$ cat config.mk
export PLATFORM = sky130hd
export DESIGN_NAME = hex2ascii_stream_flat
export DESIGN_NICKNAME = d
export VERILOG_FILES = /design/src/rtl/hex2ascii_pkg.sv /design/src/rtl/hex2ascii_stream_if.sv /design/src/rtl/hex2ascii_nib.sv /design/src/rtl/hex2ascii_stream.sv /design/src/flat_wrapper.sv
export SDC_FILE = /design/constraint.sdc
export NUM_CORES = 1
export LEC_CHECK = 0
export CELL_PAD_IN_SITES_DETAIL_PLACEMENT = 2
export CELL_PAD_IN_SITES_GLOBAL_PLACEMENT = 2
export CORE_ASPECT_RATIO = 0.6
export CORE_UTILIZATION = 33
export DETAILED_ROUTE_END_ITERATION = 6
export PLACE_DENSITY_LB_ADDON = 0.05
export SLEW_MARGIN = 20
export SYNTH_ARGS = -nofsm -noshare
export SYNTH_HDL_FRONTEND = slang
export SYNTH_SLANG_ARGS = --single-unit
$ cat constraint.sdc
create_clock -name clk -period 5.5 [get_ports clk]
set_clock_uncertainty 0.15 [all_clocks]
set_input_delay 1.375 -clock clk [delete_from_list [all_inputs] [get_ports clk]]
set_output_delay 1.375 -clock clk [all_outputs]
set_load 0.02 [all_outputs]
$ cat src/rtl/hex2ascii_pkg.sv
// ============================================================================
// Module   : hex2ascii_pkg
// Purpose  : Shared state encoding, ASCII constants and nibble-to-ASCII helper
// Revision : 1.0
// ============================================================================
`default_nettype none

package hex2ascii_pkg;

  typedef enum logic [2:0] {
    IDLE = 3'd0,
    P0   = 3'd1,
    P1   = 3'd2,
    DIG  = 3'd3,
    CR   = 3'd4,
    LF   = 3'd5
  } state_t;

  localparam logic [6:0] ASC_0  = 7'h30;
  localparam logic [6:0] ASC_X  = 7'h78;
  localparam logic [6:0] ASC_UA = 7'h41;
  localparam logic [6:0] ASC_LA = 7'h61;
  localparam logic [6:0] ASC_CR = 7'h0D;
  localparam logic [6:0] ASC_LF = 7'h0A;

  // Largest result is 'f' (0x66), so 7-bit arithmetic cannot wrap.
  function automatic logic [6:0] nib2asc(input logic [3:0] nib, input logic lower);
    logic [6:0] n7;
    n7 = {3'b000, nib};
    if (nib < 4'd10) begin
      return ASC_0 + n7;
    end
    return (lower ? ASC_LA : ASC_UA) + n7 - 7'd10;
  endfunction

endpackage

`default_nettype wire

$ cat src/rtl/hex2ascii_stream_if.sv
// ============================================================================
// Module   : hex2ascii_stream_if
// Purpose  : Word-in / character-out handshake bundle for hex2ascii_stream
// Revision : 1.0
// ============================================================================
`default_nettype none

interface hex2ascii_stream_if #(
  parameter int DATA_W = 16
);

  logic              in_valid;
  logic              in_ready;
  logic [DATA_W-1:0] in_data;
  logic              lower_case;
  logic              out_valid;
  logic              out_ready;
  logic [6:0]        out_char;
  logic              out_last;
  logic              busy;

  modport master (
    output in_valid, in_data, lower_case, out_ready,
    input  in_ready, out_valid, out_char, out_last, busy
  );

  modport slave (
    input  in_valid, in_data, lower_case, out_ready,
    output in_ready, out_valid, out_char, out_last, busy
  );

endinterface

`default_nettype wire

$ cat src/rtl/hex2ascii_nib.sv
// ============================================================================
// Module   : hex2ascii_nib
// Purpose  : Combinational 4-bit nibble to 7-bit ASCII hex digit mapper
// Revision : 1.0
// ============================================================================
`default_nettype none

module hex2ascii_nib
  import hex2ascii_pkg::*;
(
  input  logic [3:0] i_nib,
  input  logic       i_lower,
  output logic [6:0] o_char
);

  assign o_char = nib2asc(i_nib, i_lower);

endmodule

`default_nettype wire

$ cat src/rtl/hex2ascii_stream.sv
// ============================================================================
// Module   : hex2ascii_stream
// Purpose  : Handshaked serializer emitting a word as ASCII hex, MSB first
// Revision : 1.0
// ============================================================================
`default_nettype none

module hex2ascii_stream
  import hex2ascii_pkg::*;
#(
  parameter int DATA_W    = 16,
  parameter int PREFIX_EN = 1,
  parameter int TERM_EN   = 1
) (
  input  logic               clk,
  input  logic               rst_n,
  hex2ascii_stream_if.slave  bus
);

  localparam int NIBBLES = DATA_W / 4;
  localparam int CNT_W   = (NIBBLES > 1) ? $clog2(NIBBLES) : 1;

  generate
    if ((DATA_W < 4) || (DATA_W > 64) || ((DATA_W % 4) != 0)) begin : g_bad_width
      $error("hex2ascii_stream: DATA_W must be a multiple of 4 in 4..64");
    end
  endgenerate

  state_t            r_state;
  state_t            w_state_nxt;
  logic [DATA_W-1:0] r_data;
  logic [DATA_W-1:0] w_data_nxt;
  logic              r_lower;
  logic              w_lower_nxt;
  logic [CNT_W-1:0]  r_cnt;
  logic [CNT_W-1:0]  w_cnt_nxt;
  logic              r_out_valid;
  logic              w_valid_nxt;
  logic [6:0]        r_out_char;
  logic [6:0]        w_char_nxt;
  logic              r_out_last;
  logic              w_last_nxt;
  logic              r_busy;
  logic              w_busy_nxt;
  logic              w_adv;
  logic [3:0]        w_nibs [NIBBLES];
  logic [3:0]        w_nib;
  logic [6:0]        w_dig_char;

  assign w_adv = r_out_valid & bus.out_ready;

  // The digit mux looks at next-cycle data/counter so the registered
  // character is ready the cycle after accept even without a prefix.
  generate
    for (genvar gi = 0; gi < NIBBLES; gi++) begin : g_nib_split
      assign w_nibs[gi] = w_data_nxt[gi*4 +: 4];
    end
  endgenerate

  assign w_nib = w_nibs[w_cnt_nxt];

  hex2ascii_nib u_nib (
    .i_nib   (w_nib),
    .i_lower (w_lower_nxt),
    .o_char  (w_dig_char)
  );

  always_comb begin
    w_state_nxt = r_state;
    w_data_nxt  = r_data;
    w_lower_nxt = r_lower;
    w_cnt_nxt   = r_cnt;
    case (r_state)
      IDLE: begin
        if (bus.in_valid) begin
          w_data_nxt  = bus.in_data;
          w_lower_nxt = bus.lower_case;
          w_cnt_nxt   = CNT_W'(NIBBLES - 1);
          w_state_nxt = (PREFIX_EN != 0) ? P0 : DIG;
        end
      end
      P0:  if (w_adv) w_state_nxt = P1;
      P1:  if (w_adv) w_state_nxt = DIG;
      DIG: begin
        if (w_adv) begin
          if (r_cnt == '0) begin
            w_state_nxt = (TERM_EN != 0) ? CR : IDLE;
          end else begin
            w_cnt_nxt = r_cnt - 1'b1;
          end
        end
      end
      CR:  if (w_adv) w_state_nxt = LF;
      LF:  if (w_adv) w_state_nxt = IDLE;
      default: w_state_nxt = IDLE;
    endcase
  end

  always_comb begin
    w_valid_nxt = (w_state_nxt != IDLE);
    w_busy_nxt  = (w_state_nxt != IDLE);
    w_char_nxt  = 7'h00;
    w_last_nxt  = 1'b0;
    case (w_state_nxt)
      P0:  w_char_nxt = ASC_0;
      P1:  w_char_nxt = ASC_X;
      DIG: begin
        w_char_nxt = w_dig_char;
        w_last_nxt = (TERM_EN == 0) && (w_cnt_nxt == '0);
      end
      CR:  w_char_nxt = ASC_CR;
      LF: begin
        w_char_nxt = ASC_LF;
        w_last_nxt = 1'b1;
      end
      default: w_char_nxt = 7'h00;
    endcase
  end

  always_ff @(posedge clk or negedge rst_n) begin
    if (!rst_n) begin
      r_state     <= IDLE;
      r_data      <= '0;
      r_lower     <= 1'b0;
      r_cnt       <= '0;
      r_out_valid <= 1'b0;
      r_out_char  <= 7'h00;
      r_out_last  <= 1'b0;
      r_busy      <= 1'b0;
    end else begin
      r_state     <= w_state_nxt;
      r_data      <= w_data_nxt;
      r_lower     <= w_lower_nxt;
      r_cnt       <= w_cnt_nxt;
      r_out_valid <= w_valid_nxt;
      r_out_char  <= w_char_nxt;
      r_out_last  <= w_last_nxt;
      r_busy      <= w_busy_nxt;
    end
  end

  assign bus.in_ready  = (r_state == IDLE);
  assign bus.out_valid = r_out_valid;
  assign bus.out_char  = r_out_char;
  assign bus.out_last  = r_out_last;
  assign bus.busy      = r_busy;

endmodule

`default_nettype wire

$ cat src/flat_wrapper.sv
// flat-port wrapper written by rule: the top's interface ports become plain ports
module hex2ascii_stream_flat import hex2ascii_pkg::*;
#(
  parameter int DATA_W    = 16,
  parameter int PREFIX_EN = 1,
  parameter int TERM_EN   = 1
)
  (clk, rst_n, bus_in_valid, bus_in_data, bus_lower_case, bus_out_ready, bus_in_ready, bus_out_valid, bus_out_char, bus_out_last, bus_busy);
  hex2ascii_stream_if #(.DATA_W(DATA_W)) bus_i ();
  input  logic clk;
  input  logic rst_n;
  input wire logic [$bits(bus_i.in_valid)-1:0] bus_in_valid;
  input wire logic [$bits(bus_i.in_data)-1:0] bus_in_data;
  input wire logic [$bits(bus_i.lower_case)-1:0] bus_lower_case;
  input wire logic [$bits(bus_i.out_ready)-1:0] bus_out_ready;
  output wire logic [$bits(bus_i.in_ready)-1:0] bus_in_ready;
  output wire logic [$bits(bus_i.out_valid)-1:0] bus_out_valid;
  output wire logic [$bits(bus_i.out_char)-1:0] bus_out_char;
  output wire logic [$bits(bus_i.out_last)-1:0] bus_out_last;
  output wire logic [$bits(bus_i.busy)-1:0] bus_busy;
  assign bus_i.in_valid = bus_in_valid;
  assign bus_i.in_data = bus_in_data;
  assign bus_i.lower_case = bus_lower_case;
  assign bus_i.out_ready = bus_out_ready;
  assign bus_in_ready = bus_i.in_ready;
  assign bus_out_valid = bus_i.out_valid;
  assign bus_out_char = bus_i.out_char;
  assign bus_out_last = bus_i.out_last;
  assign bus_busy = bus_i.busy;
  hex2ascii_stream #(.DATA_W(DATA_W), .PREFIX_EN(PREFIX_EN), .TERM_EN(TERM_EN)) u_core (.clk(clk), .rst_n(rst_n), .bus(bus_i));
endmodule
Yosys cells after proc, flatten, opt, wreduce, memory -nomap -nowiden
Cells that the tools add are included.
Operators by class
  $add $sub $neg: 4
  multiply operators: 0
  div/mod/pow operators: 0
  $lt $le $gt $ge: 2
  equal/unequal tests: 10
  shift-type cells: 0
  multiplexer cells: 25
  bitwise logic cells: 2
  reductions and logical operators: 3
Operators by type and width (number)
  $pmux W7 S5: 1
  $mux W16: 2
  $mux W3: 7
  $pmux W3 S6: 1
  $mux W7: 2
  $eq A3 B2 Y1 const B: 4
  $eq A3 B3 Y1 const B: 4
  $bmux W4 S2: 1
  $mux W4: 2
  $add A6 B4 Y7 const A: 1
  $add A7 B4 Y7: 1
  $sub A7 B4 Y7 const B: 1
  $eq A3 B1 Y1 const B: 2
  $mux W2: 3
  $mux W6: 1
  $lt A4 B4 Y1 const B: 1
  $mux W1: 4
  $pmux W2 S2: 1
  $ge A3 B3 Y1 const B: 1
  $logic_not A3 Y1: 1
  $not A2 Y3: 1
  $reduce_bool A3 Y1: 1
  $logic_not A2 Y1: 1
  $sub A2 B1 Y2 const B: 1
  $and A1 B1 Y1: 1
Word-level totals
  register bits after elaboration: 31
  latch bits: 0
  RAM bits: 0
  ROM bits: 0
  input bits: 21
  output and inout bits: 11
  logic and storage cells: 53
  memories kept: 0

Longest topological paths before layout
Gate-level depths: netlist of the first run.
  depth in word-level cells: 12
  depth in mapped cells: 12
  mapped depth without buffers: 10

Cells and area by module
Synthesis of the first run repeated with hierarchy kept, for this count alone.
Second synthesis, totals
  cells, all modules: 132
  area total of the unflattened synthesis: 1562.7 um2
By module, submodules not included
  hex2ascii_stream: instances 1, cells an instance 114, area an instance 1457.6 um2, seq. area each 775.7 um2
  hex2ascii_nib: instances 1, cells an instance 18, area an instance 105.1 um2, seq. area each 0.0 um2

Least setup slack after synthesis of the first run
Ideal clock, no wire load.
  path kind: input port to flip-flop
  start: in bus_out_ready
  end: reg u_core.r_out_char[6], in the netlist u_core.bus.out_char[6]
  library setup time: 0.120 ns
  data arrival time: 3.180 ns
  required time: 5.230 ns
  setup slack: 2.049 ns
  stages: 9
  path buffers: 0
  path through: and4b_1 -> a21oi_2 -> mux2_2 -> mux2i_4 -> ha_1 -> nand2_1 -> a2111oi_0 -> or3_1 -> a21oi_1
On the way
  longest elaborated chain between the ends: 11
  elaborated cells on any way between the ends: 26
  classes of those cells: 3 x add/sub; 1 x order compare; 5 x eq/ne; 15 x mux; 2 x bitwise
Ends and longest elaborated chain
  start, declared: RTL line flat_wrapper.sv:15  | input wire logic [$bits(bus_i.out_ready)-1:0] bus_out_ready;
  $and A1 B1 Y1 (*): RTL line hex2ascii_stream.sv:50  | assign w_adv = r_out_valid & bus.out_ready;
  $mux W2: RTL line hex2ascii_stream.sv:85  | if (w_adv) begin
  $pmux W2 S2: RTL line hex2ascii_stream.sv:73  | case (r_state)
  $not A2 Y3 (implied by the code): RTL line hex2ascii_stream.sv:60  | assign w_nib = w_nibs[w_cnt_nxt];
  $bmux W4 S2: RTL line hex2ascii_stream.sv:60
  $mux W4 (implied by the code) (2 in a row): RTL line hex2ascii_stream.sv:60
  $add A7 B4 Y7 (tied with other cells): RTL line hex2ascii_pkg.sv:33  | return (lower ? ASC_LA : ASC_UA) + n7 - 7'd10;
  $sub A7 B4 Y7 (tied with other cells): RTL line hex2ascii_pkg.sv:33
  $mux W7: RTL line hex2ascii_pkg.sv:33
  $pmux W7 S5 (*): RTL line hex2ascii_stream.sv:104  | case (w_state_nxt)
  net u_core.w_char_nxt[6]: RTL line hex2ascii_stream.sv:40  | logic [6:0] w_char_nxt;
  end signal, assigned: RTL line hex2ascii_stream.sv:136  | r_out_char <= w_char_nxt;
  end, declared: RTL line hex2ascii_stream.sv:39  | logic [6:0] r_out_char;
Mark *: on every way through the listed nets, which the timed path passes. The rest lies on a longest branch. The select of a mux whose other input is x is not followed.

Final worst setup path of the first run
  start: in bus_in_valid
  end: reg u_core.r_out_char[6], in the netlist u_core.bus.out_char[6]
On the way
  longest elaborated chain between the ends: 10
  elaborated cells on any way between the ends: 26
  classes of those cells: 3 x add/sub; 1 x order compare; 5 x eq/ne; 16 x mux; 1 x bitwise
Ends and longest elaborated chain
  start, declared: RTL line flat_wrapper.sv:12  | input wire logic [$bits(bus_i.in_valid)-1:0] bus_in_valid;
  $mux W2: RTL line hex2ascii_stream.sv:75  | if (bus.in_valid) begin
  $pmux W2 S2: RTL line hex2ascii_stream.sv:73
  $not A2 Y3 (implied by the code): RTL line hex2ascii_stream.sv:60
  $bmux W4 S2: RTL line hex2ascii_stream.sv:60
  $mux W4 (implied by the code) (2 in a row): RTL line hex2ascii_stream.sv:60
  $add A7 B4 Y7 (tied with other cells): RTL line hex2ascii_pkg.sv:33
  $sub A7 B4 Y7 (tied with other cells): RTL line hex2ascii_pkg.sv:33
  $mux W7: RTL line hex2ascii_pkg.sv:33
  $pmux W7 S5 (*): RTL line hex2ascii_stream.sv:104
  net u_core.w_char_nxt[6]: RTL line hex2ascii_stream.sv:40
Marks and branches as above.

==> results of run 1 <==
report_power, final:
part           leakage (nW)  internal, W  switching, W
logic                 0.506     0.000310      0.000445
clock network        0.0515     0.000114     0.0000884
registers             0.380     0.000330     0.0000821
worst max-delay path by stage:
stage,start,to,depth (start not counted)
global placement,bus_in_valid,u_core.bus.out_char[6]$_DFF_PN0_,11
floorplan,bus_out_ready,u_core.bus.out_char[6]$_DFF_PN0_,9
detailed placement,bus_in_valid,u_core.bus.out_char[6]$_DFF_PN0_,11
finish,bus_in_valid,u_core.bus.out_char[6]$_DFF_PN0_,11
global route,bus_in_valid,u_core.bus.out_char[6]$_DFF_PN0_,11
CTS,bus_in_valid,u_core.bus.out_char[6]$_DFF_PN0_,11
through the flow:
step	hold WS (ps)	instance area [um^2]	setup slack [ps]	instances	utilization
final	327	2080	1250	276	0.449
after detailed placement	312	1980	956	268	0.427
after global placement	308	1980	1170	268	0.427
after global routing	366	2080	1120	276	0.449
after floorplan	289	1620	2050	180	-
after CTS	332	2080	1240	276	0.449
synthesized netlist by cell type, types with 2 or more instances:
library cell / count / share of area
a2111oi_0: 2 / 0.011
a211oi_2: 2 / 0.015
a21oi_1: 11 / 0.034
buf_2: 2 / 0.0062
buf_4: 2 / 0.0092
buf_6: 2 / 0.014
clkbuf_1: 4 / 0.0092
dfrtp_1: 31 / 0.48
inv_1: 8 / 0.019
mux2_2: 3 / 0.021
mux2i_1: 2 / 0.012
mux2i_4: 2 / 0.028
nand2_1: 53 / 0.12
nand2b_1: 3 / 0.012
nand3_1: 2 / 0.0062
nor2_1: 11 / 0.025
nor2b_1: 3 / 0.012
nor3_1: 3 / 0.0092
o211ai_1: 2 / 0.0092
o21ai_0: 8 / 0.025
o21ai_1: 3 / 0.0092
or3_1: 2 / 0.0077
area by class of cell:
cell class,instances,area (um^2),area share
sequential,31,776,0.373
multi-input combinational,131,754,0.363
timing repair buffer,35,340,0.164
clock buffer,8,100,0.0481
tap,63,78.8,0.0379
inverter,8,30.0,0.0144
flip-flops by register name, indices dropped and copies added (netlist names):
name and cells:
u_core.bus.busy 1, u_core.r_data 16, u_core.bus.out_char 7, u_core.r_lower 1, u_core.r_state 3, u_core.r_cnt 2, u_core.bus.out_last 1
worst min-delay path: cells and delay by family, from the launching register on:
| kind | cells | cell delay, ps |
|---|---|---|
| DFF | 1 | 340 |
| and+or+nand+nor | 2 | 100 |
kinds of logic after synthesis:
group / count (synthesis) / synth area share
AOI/OAI and AO/OA: 38 / 0.152
xor gates and xnor gates: 1 / 0.00540
adders and majority gates: 1 / 0.00771
buffers and inverters: 18 / 0.0570
DFF: 31 / 0.478
muxes: 7 / 0.0609
and+or+nand+nor: 84 / 0.239
cells in the final DEF, fill, tap and decap left out, types with 4 or more instances in the layout:
cell type and instances:
o21ai_0 8, clkdlybuf4s50_1 31, nand2_1 53, clkbuf_8 7
dfrtp_1 31, a21oi_1 11, buf_4 4, inv_1 8
nor2_1 11
per-layer routing:
| metal | GRT usage | vias to the layer above |
|---|---|---|
| met5 | 0 | - |
| met4 | 0.0603 | 0 |
| met3 | 0.0569 | 7 |
| met2 | 0.291 | 25 |
| met1 | 0.290 | 675 |
| li1 | - | 671 |
==> impl_metrics.csv, run 1 <==
group,metric,value,unit
outcome,status,"completed",
min_path,min_to,"u_core.r_data[9]$_DFF_PN0_",
setup_path,cp.arrival,4280,ps
synthesis,synth_cells,180,
die,core_area,4640,um^2
timing,max_freq,235,MHz
route,firstDrtPassIters,4,
min_path,min_from,"u_core.r_data[9]$_DFF_PN0_",
clock_network,htreeDepth,2,
pwr,vdd_ir_drop_max,0.225,mV
setup_path,slowest_delay,520,ps
timing,period_minus_slack,4250,ps
route,via_per_inst,4.99,
setup_path,path_buf_inv,2,
setup_path,slowest_stage,"clkdlybuf4s50_1",
run,drv_cap,0,
clock_network,clk_pin_slew_worst_paths,70,ps
timing,final-setup-viol-count,0,
global_route,grt_pass1_wl,7.87,mm
route,wl,4.68,mm
die,die_area,5210,um^2
die,num_rows,19,
die,die_y,56.3,um
synthesis,synth_flop_cell,"dfrtp_1",
timing,finalSetupTns,0,ps
setup_path,crit_family,"simple AND/OR/NAND/NOR gates",
route,drtAntennaViolNets,0,
setup_path,path_cells,"clkdlybuf4s50_1 -> or4b_1 -> buf_4 -> and3_1 -> nor3b_1 -> a21oi_1 -> ha_1 -> nand2_1 -> a2111oi_0 -> or3_1 -> a21oi_1",
timing,final-max-slew-violation-count,0,
clock_network,cts_resized,0,
global_route,gr-total-overflow,0,
synthesis,yosysWarnings,0,
setup_path,worstReg2RegStart,"u_core.r_state[2]$_DFF_PN0_",
global_route,first_global_vias,1517,
placement,routabilityCongestion,0.825,
final_layout,nets,234,
final_layout,num-fill-cells,509,
timing,hold_violations,0,
clock_network,cts_tree,"built",
min_path,hold_depth,2,
placement,port_buffers,31,
setup_path,required,5530,ps
synthesis,synthArstFlopShare,1.00,
clock_network,hold_buffers,0,
setup_path,end_kind,"flop",
clock_network,cts_buffer_depth,2,
synthesis,synth.distinct_cells,41,
pwr,finalPower,0.00137,W
setup_path,r2r_setup_slack,2230,ps
setup_path,cpMostUsedCell,"a21oi_1",
route,wl_met2,2.04,mm
clock_network,cts_buffers,5,
timing,min_period_over_period,0.773,
pwr,p_leak,0.938,nW
route,highest_layer,"met4",
synthesis,ys_seq_elements,31,
clock_network,cts_root_buffer,"clkbuf_8",
setup_path,rr_endpoint,"u_core.bus.out_char[6]$_DFF_PN0_",
die,pin_count,32,
route,drc,0,
setup_path,reg2regPathDepth,10,
timing,worstMarginPinSlew,651,ps
clock_network,clk_latency,290,ps
route,m1WireLength,2.41,mm
die,die_x,92.5,um
synthesis,synth_nets,202,
synthesis,synth_edf_count,0,
setup_path,path_max_fanout,20,
setup_path,worstSetupPathType,"input port to flop",
route,drt_iter0_drc,45,
global_route,grt_max_degree,32,
clock_network,post_cts_buffers,0,
pwr,power-per-cell-area,659,nW/um^2
final_layout,num_antenna_cells,0,
placement,hpwlAfterDp,3.46,mm
final_layout,area_growth,28.1,%
timing,timing.slew.headroom,0.566,
route,via_count,1378,
global_route,antenna_found_initial,0,
clock_network,cts.sinks,31,
min_path,hold_class,"flop to flop",
route,wire_per_inst,17.0,um
timing,rsz0062_at_grt,"no",
route,met3_wirelength,174,um
global_route,grt_use_total,0.201,
die,initial_core_util,0.350,
synthesis,synth.avg_cell_area,9.02,um^2
synthesis,syn_area,1620,um^2
final_layout,drive_gt1_frac,0.0986,
setup_path,startpoint_type,"input port",
synthesis,ys_seq_area_frac,0.478,
Note: power is estimated with default switching activity, not from simulation.
==> run 2, diff against run 1 <==
CORE_UTILIZATION = 28   (was 33)
clock period = 3.6 ns   (was 5.5 ns; I/O delays follow)
==> impl_metrics.csv, run 2 (synthesized netlist as in run 1, its figures left out) <==
group,metric,value,unit
setup_path,worstSetupPathType,"input port to flop",
final_layout,top_register,"u_core.r_data",
setup_path,worstReg2RegStart,"u_core.r_state[1]$_DFF_PN0_",
global_route,gr-total-overflow,0,
pwr,p_clk_frac,0.128,
min_path,hold_class,"flop to flop",
global_route,grt_pass1_wl,8.11,mm
pwr,finalPower,0.00222,W
min_path,hold_depth,2,
setup_path,slowest_delay,510,ps
final_layout,area_growth,35.7,%
placement,routabilityCongestion,0.711,
clock_network,cts.sinks,31,
clock_network,clk_pin_slew_worst_paths,70,ps
timing,rsz0062_at_grt,"no",
setup_path,cp.arrival,3460,ps
final_layout,num-fill-cells,635,
timing,timing.slew.headroom,0.571,
die,initial_core_util,0.291,
global_route,antenna_found_initial,0,
setup_path,path_cells,"clkdlybuf4s50_1 -> and4b_2 -> nand3_1 -> and3_2 -> nor3b_1 -> a21oi_1 -> ha_1 -> nand2_1 -> a2111oi_0 -> or3_1 -> a21oi_1",
die,die_area,6110,um^2
die,die_y,61.0,um
pwr,combPwrFrac,0.588,
final_layout,final_cell_mix,"nand2_1 (53), clkdlybuf4s50_1 (31), dfrtp_1 (31), buf_4 (17)",
outcome,failed_checks,"design-rule violations",
route,drt_iter0_drc,29,
final_layout,largest_reg_flops,16,
placement,port_buffers,31,
setup_path,reg2regPathDepth,10,
global_route,grt_max_degree,32,
route,firstDrtPassIters,7,
setup_path,cpMostUsedCell,"a21oi_1",
timing,final-max-slew-violation-count,0,
global_route,first_global_vias,1572,
clock_network,cts_root_buffer,"clkbuf_8",
setup_path,rr_endpoint,"u_core.bus.out_char[6]$_DFF_PN0_",
die,core_area,5570,um^2
setup_path,end_kind,"flop",
setup_path,required,3630,ps
pwr,net-switching-power,0.000989,W
timing,worstMarginPinSlew,643,ps
timing,final-setup-viol-count,0,
timing,hold_violations,0,
pwr,power-per-cell-area,1010,nW/um^2
timing,min_period_over_period,0.950,
outcome,status,"complete, but fails checks",
pwr,p_int,0.00123,W
final_layout,final_common_cell,"nand2_1",
route,wl,5.00,mm
run,drv_cap,0,
timing,period_minus_slack,3420,ps
route,drc,1,
placement,hpwlAfterDp,3.81,mm
setup_path,startpoint_type,"input port",
final_layout,drive_gt1_frac,0.168,
route,via_count,1443,
route,wire_per_inst,16.3,um
clock_network,hold_buffers,0,
timing,setup_slack,179,ps
min_path,min_from,"u_core.r_data[9]$_DFF_PN0_",
clock_network,clk_latency,290,ps
pwr,vdd_ir_drop_max,0.277,mV
die,num_rows,21,
clock_network,htreeDepth,2,
clock_network,cts_buffer_depth,2,
clock_network,cts_tree,"built",
pwr,p_leak,0.989,nW
pwr,p_sw_frac,0.446,
timing,max_freq,292,MHz
route,via_per_inst,4.72,
placement,place_ws,-181,ps
final_layout,num_antenna_cells,0,
clock_network,cts_buffers,5,
setup_path,path_max_fanout,5,
die,die_x,100,um
die,pin_count,32,
global_route,grt_use_total,0.182,
min_path,min_to,"u_core.r_data[9]$_DFF_PN0_",
final_layout,nets,247,
pwr,power.share.sequential,0.284,
setup_path,r2r_setup_slack,520,ps
setup_path,slowest_stage,"clkdlybuf4s50_1",
route,drtAntennaViolNets,0,
-- run 2: worst max path at each step --
stage / slack (ps) / depth (start not counted) / from / to
2_1_floorplan: 620 / 9 / bus_out_ready / u_core.bus.out_char[6]$_DFF_PN0_
3_3_place_gp: 8 / 10 / bus_in_valid / u_core.bus.out_char[6]$_DFF_PN0_
3_5_place_dp: -180 / 12 / bus_out_ready / u_core.bus.out_char[6]$_DFF_PN0_
4_1_cts: 110 / 12 / bus_out_ready / u_core.bus.out_char[6]$_DFF_PN0_
5_1_grt: 9 / 12 / bus_in_valid / u_core.bus.out_char[6]$_DFF_PN0_
6_report: 180 / 11 / bus_out_ready / u_core.bus.out_char[6]$_DFF_PN0_
-- run 2: repair_timing --
action / 4_1_cts / 5_1_grt
setup endpoints to repair: 0 / 1
gates resized for setup: 0 / 4
buffers inserted: 0 / 0
-- run 2: through the flow --
step / util / hold slack [ps] / cell area (um^2) / TNS, ps / cells
floorplan: - / 289 / 1620 / 0 / 180
detailed placement: 0.377 / 319 / 2100 / -246 / 298
CTS: 0.393 / 340 / 2190 / 0 / 306
global route: 0.395 / 360 / 2200 / 0 / 306
global placement: 0.377 / 315 / 2100 / 0 / 298
finish: 0.395 / 331 / 2200 / 0 / 306
-- run 2: worst max-delay path: cells and delay by family --
kind	cells	cell delay [ps]
simple gates	6	1170
fa+ha+maj	1	230
buf+inv	1	510
compound gates	3	640
-- run 2: area by class of cell --
| class | instances | area (um^2) | area share |
|---|---|---|---|
| well taps | 80 | 100 | 0.0455 |
| clock inverters | 3 | 20.0 | 0.00909 |
| multi-input cells | 131 | 769 | 0.349 |
| flip-flops and latches | 31 | 776 | 0.352 |
| repair buffers | 48 | 438 | 0.199 |
| clock buffers | 5 | 68.8 | 0.0313 |
| inverters | 8 | 30.0 | 0.0136 |
-- run 2: metal layers --
layer | vias to the layer above | GRT usage | wire length, um
met1 | 713 | 0.245 | 2510
met3 | 8 | 0.0403 | 164
met2 | 27 | 0.285 | 2240
li1 | 695 | - | -
met4 | 0 | 0.0828 | 82
met5 | - | 0 | 0
-- run 2: power by group through the flow --
stage	clock [W]	combinational (W)	sequential, W
floorplan	0	0.000826	0.000605
global placement	0	0.00123	0.000628
detailed placement	0	0.00129	0.000637
CTS	0.000294	0.00130	0.000632
global route	0.000307	0.00144	0.000650
finish	0.000283	0.00130	0.000630
